===== src/rtl/seg7_scan_driver.sv =====
// seg7_scan_driver: time-multiplexed multi-digit 7-segment driver with double buffering, leading-zero blanking and blink
// Ports: clk, rst (sync, active-high); digits_in (BCD, [3:0] = digit 0); load (capture strobe);
//   blank_lz (blank leading zeros); blink_en (blink whole display);
//   seg_out {g,f,e,d,c,b,a} active-low; an_out active-low digit enables; frame_done (1-cycle end-of-frame pulse).
// Build option: define SEG7_HEX_EN to show codes 10-15 as A b C d E F; otherwise they are blanked.
module seg7_scan_driver #(
  parameter int NUM_DIGITS   = 2,
  parameter int SCAN_DIV     = 50000,
  parameter int BLINK_FRAMES = 25
) (
  input  logic                    clk,
  input  logic                    rst,
  input  logic [4*NUM_DIGITS-1:0] digits_in,
  input  logic                    load,
  input  logic                    blank_lz,
  input  logic                    blink_en,
  output logic [6:0]              seg_out,
  output logic [NUM_DIGITS-1:0]   an_out,
  output logic                    frame_done
);
  localparam int IW = NUM_DIGITS > 1 ? $clog2(NUM_DIGITS) : 1;
  localparam int PW = $clog2(SCAN_DIV);
  localparam int BW = BLINK_FRAMES > 1 ? $clog2(BLINK_FRAMES) : 1;
  localparam int DW = 4 * NUM_DIGITS;

  logic [PW-1:0]         pre_q, pre_d;
  logic [IW-1:0]         idx_q, idx_d;
  logic [DW-1:0]         act_q, act_d, pend_q, pend_d;
  logic                  pv_q, pv_d;
  logic [BW-1:0]         bcnt_q, bcnt_d;
  logic                  boff_q, boff_d;
  logic [6:0]            seg_q, seg_d;
  logic [NUM_DIGITS-1:0] an_q, an_d;
  logic                  fd_q, fd_d;
  logic                  tick, last, xfer, dark, blank, bwrap;
  logic [3:0]            cur;
  logic [NUM_DIGITS:0]   zf;

  function automatic logic [6:0] dec(input logic [3:0] d);
    case (d)
      4'd0: dec = 7'h40;
      4'd1: dec = 7'h79;
      4'd2: dec = 7'h24;
      4'd3: dec = 7'h30;
      4'd4: dec = 7'h19;
      4'd5: dec = 7'h12;
      4'd6: dec = 7'h02;
      4'd7: dec = 7'h78;
      4'd8: dec = 7'h00;
      4'd9: dec = 7'h10;
`ifdef SEG7_HEX_EN
      4'hA: dec = 7'h08;
      4'hB: dec = 7'h03;
      4'hC: dec = 7'h46;
      4'hD: dec = 7'h21;
      4'hE: dec = 7'h06;
      4'hF: dec = 7'h0E;
`endif
      default: dec = 7'h7F;
    endcase
  endfunction

  always_comb begin
    tick = pre_q == PW'(SCAN_DIV - 1);
    last = idx_q == IW'(NUM_DIGITS - 1);
    xfer = tick & last & pv_q;
    // zf[k]: every active digit from the most significant down to k is zero
    zf[NUM_DIGITS] = 1'b1;
    for (int k = NUM_DIGITS - 1; k >= 0; k--) zf[k] = zf[k+1] & (act_q[4*k +: 4] == 4'd0);
    cur    = act_q[{idx_q, 2'b00} +: 4];
    dark   = blink_en & boff_q;
    blank  = dark | (blank_lz & (idx_q != '0) & zf[idx_q]);
    pre_d  = tick ? '0 : pre_q + 1'b1;
    idx_d  = tick ? (last ? '0 : idx_q + 1'b1) : idx_q;
    seg_d  = tick ? (blank ? 7'h7F : dec(cur)) : seg_q;
    an_d   = tick ? (dark ? '1 : ~(NUM_DIGITS'(1) << idx_q)) : an_q;
    fd_d   = tick & last;
    // transfer uses the old pending value; a load on the same edge stays pending
    act_d  = xfer ? pend_q : act_q;
    pend_d = load ? digits_in : pend_q;
    pv_d   = load | (pv_q & ~xfer);
    bwrap  = bcnt_q == BW'(BLINK_FRAMES - 1);
    bcnt_d = !blink_en ? '0 : fd_q ? (bwrap ? '0 : bcnt_q + 1'b1) : bcnt_q;
    boff_d = blink_en & ((fd_q & bwrap) ? ~boff_q : boff_q);
  end

  always_ff @(posedge clk) begin
    if (rst) begin
      pre_q  <= '0;
      idx_q  <= '0;
      act_q  <= '0;
      pend_q <= '0;
      pv_q   <= 1'b0;
      bcnt_q <= '0;
      boff_q <= 1'b0;
      seg_q  <= 7'h7F;
      an_q   <= '1;
      fd_q   <= 1'b0;
    end else begin
      pre_q  <= pre_d;
      idx_q  <= idx_d;
      act_q  <= act_d;
      pend_q <= pend_d;
      pv_q   <= pv_d;
      bcnt_q <= bcnt_d;
      boff_q <= boff_d;
      seg_q  <= seg_d;
      an_q   <= an_d;
      fd_q   <= fd_d;
    end
  end

  assign seg_out    = seg_q;
  assign an_out     = an_q;
  assign frame_done = fd_q;
endmodule


===== config.mk =====
export PLATFORM = sky130hd
export DESIGN_NAME = seg7_scan_driver
export DESIGN_NICKNAME = d
export VERILOG_FILES = /design/src/rtl/seg7_scan_driver.sv
export SDC_FILE = /design/constraint.sdc
export NUM_CORES = 1
export LEC_CHECK = 0
export ABC_CLOCK_PERIOD_IN_PS = 1800
export CAP_MARGIN = 10
export CORE_ASPECT_RATIO = 1.4
export CORE_UTILIZATION = 29
export DETAILED_ROUTE_END_ITERATION = 10
export HOLD_SLACK_MARGIN = 0.08
export MAX_ROUTING_LAYER = met4
export PLACE_DENSITY = 0.48
export SLEW_MARGIN = 25
export SYNTH_ARGS = -nofsm -noshare
export SYNTH_HDL_FRONTEND = slang
export SYNTH_SLANG_ARGS = --single-unit

===== constraint.sdc =====
create_clock -name clk -period 1.8 [get_ports clk]
set_input_delay 0.45 -clock clk [delete_from_list [all_inputs] [get_ports clk]]
set_output_delay 0.45 -clock clk [all_outputs]
set_load 0.01 [all_outputs]

# Word level (Yosys, flattened, before mapping)
# Memory sizes are Yosys's and may differ from the RTL's.
# Cells that the tools add are included.
# word_totals
reg_bits	50
rom_bits	112
in_bits	13
out_inout_bits	10
word_cells	45
n_memories	1
# op_classes
addsub	3
order_cmp	1
eq_ne	2
shift	2
mux	7
bitwise_logic	15
reduce_logical	4
# memory_table
name	words	width	read_ports	rd_ports_with_merged_regs	write_ports	line	source
(name not given)	16	7	1	0	0	40	case (d)
# ops
operator	count
$add 16x1->16 const B	1
$eq 16x16->1 const B	1
$and 1x1->1	9
$logic_not 4->1	2
$shiftx 8x4->4	1
$mux 7	1
$add 5x1->5 const B	1
$eq 5x5->1 const B	1
$mux 5	1
$mux 1	4
$reduce_or 2->1	2
$lt 1x3->1 const B	1
$not 1->1	3
$mux 2	1
$not 2->2	1
$or 1x1->1	2
$shl 1x1->2 const A	1
$add 1x1->1 const B	1

# Logic depth before layout (Yosys ltp)
# logic_depth
word_depth	7
ltp_mapped	7
depth_no_buf	6

# Least setup slack after synthesis
# OpenSTA, ideal clock, no wires.
# synth_timing
path_kind	register to register
from	reg idx_q
to	reg seg_q[4] (netlist: seg_out[4])
setup_time_ns	0.122
arrival_ns	1.697
setup_slack_ns	-0.019
stages_incl_launch_ff	7
path_buffers	1
period_less_slack_ns	1.819
cell_sequence	dfxtp_1 > buf_2 > mux2i_1 > ha_1 > nand2_1 > mux2_2 > o32a_1
# synth_between
elab_chain_cells	5
# synth_lines
item	line	source
start, declared	27	logic [IW-1:0] idx_q, idx_d;
start signal, assigned	101	idx_q <= idx_d;
parallel branches: the longest is 4 deep, another holds $mem_v2 16x7	-	
$mux 7 (*)	75	seg_d = tick ? (blank ? 7'h7F : dec(cur)) : seg_q;
end signal, assigned	107	seg_q <= seg_d;
end, declared	32	logic [6:0] seg_q, seg_d;
# Every way passes the cells marked *. The select of a mux whose other input is x is not followed.
# A chain may end at the register's enable or synchronous reset.

# Worst setup path in the final report
# layout_timing
from	reg pre_q[1]
to	reg seg_q[5] (netlist: seg_out[5])
# layout_between
elab_chain_cells	1
# layout_lines
item	line	source
start, declared	26	logic [PW-1:0] pre_q, pre_d;
start signal, assigned	100	pre_q <= pre_d;
$eq 16x16->1	64	tick = pre_q == PW'(SCAN_DIV - 1);
# Every way passes these cells.

==> results_dict.tcl <==
set metrics [dict create \
    wl_per_cell_um 12.14 \
    rsz0062_at_grt "no" \
    syn_area_mm2 0.002263 \
    yosys_register_bits 50 \
    yosysWarnings 0 \
    core_area_mm2 0.007453 \
    r2r_start "pre_q[1]" \
    grt_pass1_wl_um 8142 \
    die_x_um 76.67 \
    reg2regPathDepth 6 \
    period_needed_ns 1.713 \
    worstReg2RegEnd "seg_out[5]" \
    netlist_top_cells_area "dfxtp_1 44%, mux2i_1 6.2%, nor2_1 5.5%" \
    endpoint "seg_out[5]" \
    drtIter0Drc 64 \
    synth_fp_nets 272 \
    leakagePower_uw 0.001110 \
    cts-root-buf "clkbuf_8" \
    yosysTopAreaCellShare_pct 44.22 \
    status "complete, no violations" \
    fin_area_mm2 0.002970 \
    start_kind "flop" \
    gp_congestion 0.7614 \
    synth_area_per_cell_um2 9.018 \
    end_kind "flop" \
    io_pins 23 \
    critPathTopFamily "simple AND/OR/NAND/NOR gates" \
    yosysTopAreaCell "dfxtp_1" \
    place_area_mm2 0.002805 \
    area_delta_synth_final_pct 31.23 \
    peakVddDrop_v 0.0003258 \
    synth_edf_count 0 \
    first_global_vias 1828 \
    final_util_pct 39.85 \
    worstPathBufferInverterCount 1 \
    p_per_area_mw_per_mm2 686.6 \
    final.fill_count 781 \
    arrival_ns 1.90 \
    die_y_um 106.5 \
    initial_utilization_pct 30.37 \
    routed_wl_um 4856 \
    finalHoldViolCount 0 \
    slowest_delay_ns 0.42 \
    worst_slew_pin_slew_ns 0.3179 \
    fmax_mhz 583.6 \
    clock_path_buffers 2 \
    cts_buffers 5 \
    synth_cells 251 \
    hold_slack_ns 0.4798 \
    crit_chain "ha_1, nand3_1, or3_4, nor4_4, buf_4, a2bb2oi_1" \
    hold_path.class "flop to flop" \
    slew_violations 0 \
    synth.distinct_cells 34 \
    final_nets 323 \
    antenna_found_initial 0 \
    max-slew-margin-rel_pct 78.51 \
    path_depth 6 \
    synthArstFlopShare_pct 0 \
    setup_viol 0 \
    drc 0 \
    cts.sinks 50 \
    grt_use_total_pct 12.95 \
    path_max_fanout 6 \
    drtAntennaViolNets 0 \
    seq_area_frac_synth_pct 44.22 \
    grt_start_max_net_pins 24 \
    hold_start "pend_q[3]" \
    die_area_mm2 0.008167 \
    grt_overflow 0 \
    rrSetupSlack_ns 0.09 \
    maxCapViolCount 0 \
    cts_tree "yes" \
    worstSetupStartpoint "pre_q[1]" \
    worst_clock_skew_ns 0.009334 \
    vias_per_cell 4.625 \
    insertion_delay_ns 0.31 \
    vias 1850 \
    cp_slowest_cell "or3_4" \
    ys.flop_type "dfxtp_1" \
    clk_pin_slew_ns 0.10 \
    period_share_pct 95.19 \
    path_class "flop to flop" \
    diodes 0 \
    firstDrtPassIters 4 \
    ctsHtreeMaxLevel 2 \
    port_buffers 22 \
    drive_above_1_share_pct 17.82 \
    dp_hpwl_um 3611 \
    critPathRequiredTime_ns 1.99 \
    num_rows 37 \
]
==> layer usage <==
layer | track usage [%] | vias up | share of wire (%)
li1 | - | 971 | -
met1 | 13.95 | 857 | 44
met2 | 22.96 | 16 | 52
met3 | 2.833 | 6 | 2.2
met4 | 4.945 | 0 | 1.5
met5 | - | - | 0
==> Yosys cell counts, drive strengths merged, types with 6 or more instances <==
| library cell | n |
|---|---|
| mux2i | 14 |
| nand4 | 14 |
| dfxtp | 50 |
| buf | 6 |
| clkbuf | 6 |
| a2bb2oi | 6 |
| nand3 | 10 |
| ha | 8 |
| o21ai | 15 |
| nor2 | 33 |
| xor2 | 6 |
| a21oi | 15 |
| inv | 10 |
| xnor2 | 12 |
| nand2 | 8 |
==> registers in the layout (all words and copies together), names as in the netlist <==
name,count
act_q,8
an_out,2
bcnt_q,5
boff_q,1
frame_done,1
idx_q,1
pend_q,8
pre_q,16
pv_q,1
seg_out,7
==> cell usage in the layout (no fill, tap or decap), drive strengths merged, types with 10 or more instances in the layout <==
cell type,count
a21oi,15
buf,34
clkdlybuf4s50,22
dfxtp,50
inv,11
mux2i,14
nand3,10
nand4,14
nor2,33
o21ai,15
xnor2,12
==> where the power goes <==
part | total (uW) | switching [uW] | internal (uW)
combinational | 104 | 43.8 | 60.4
clock | 803 | 386 | 417
sequential | 1130 | 9.51 | 1120
total | 2040 | 439 | 1600
==> worst min path at each step <==
stage	cells past startpoint	endpoint	slack [ns]
final	2	act_q[3]	0.48
after global routing	2	act_q[6]	0.51
after CTS	2	act_q[3]	0.49
after floorplan	1	pre_q[0]	0.43
after global placement	2	pv_q	0.46
after detailed placement	2	act_q[3]	0.47
==> worst reg2reg max path, stage by stage (launching register included) <==
cell and delay (ns):
dfxtp_1 0.37, ha_1 0.19, nand3_1 0.11, or3_4 0.43, nor4_4 0.27, buf_4 0.17, a2bb2oi_1 0.06
==> per-stage QoR <==
stage / instances / setup WS (ns) / power [uW] / TNS, ns
after floorplan: 251 / 0.03477 / 1209 / 0
after global placement: 391 / -0.05864 / 1264 / -0.8405
after detailed placement: 391 / -0.08381 / 1264 / -1.123
after CTS: 399 / 0.008309 / 2081 / 0
after global routing: 400 / 0.003678 / 2141 / 0
final: 400 / 0.08662 / 2040 / 0
==> final cells by class <==
class	count	area, um^2	area share (%)
Clock buffer	5	68.82	2.317
Clock inverter	3	43.79	1.474
Inverter	10	37.54	1.264
Multi-Input combinational cell	179	1217	40.99
Sequential cell	50	1002	33.74
Tap cell	97	121.4	4.086
Timing Repair Buffer	56	479.2	16.13
==> timing repair <==
action | 4_1_cts | 5_1_grt
endpoints found under the setup margin | 26 | 27
endpoints found under the hold margin | 0 | 0
hold buffers | 0 | 0
buffers inserted | 0 | 1
pin swaps | 1 | 2
resized for setup | 5 | 4
==> logic make-up after synthesis <==
| logic type | synth area share [%] |
|---|---|
| simple gates | 22.89 |
| flops | 44.22 |
| xor+xnor | 6.965 |
| buf+inv | 4.091 |
| fa+ha+maj | 4.423 |
| mux | 6.689 |
| compound gates | 10.72 |
Note: power is estimated with default switching activity, not from simulation.
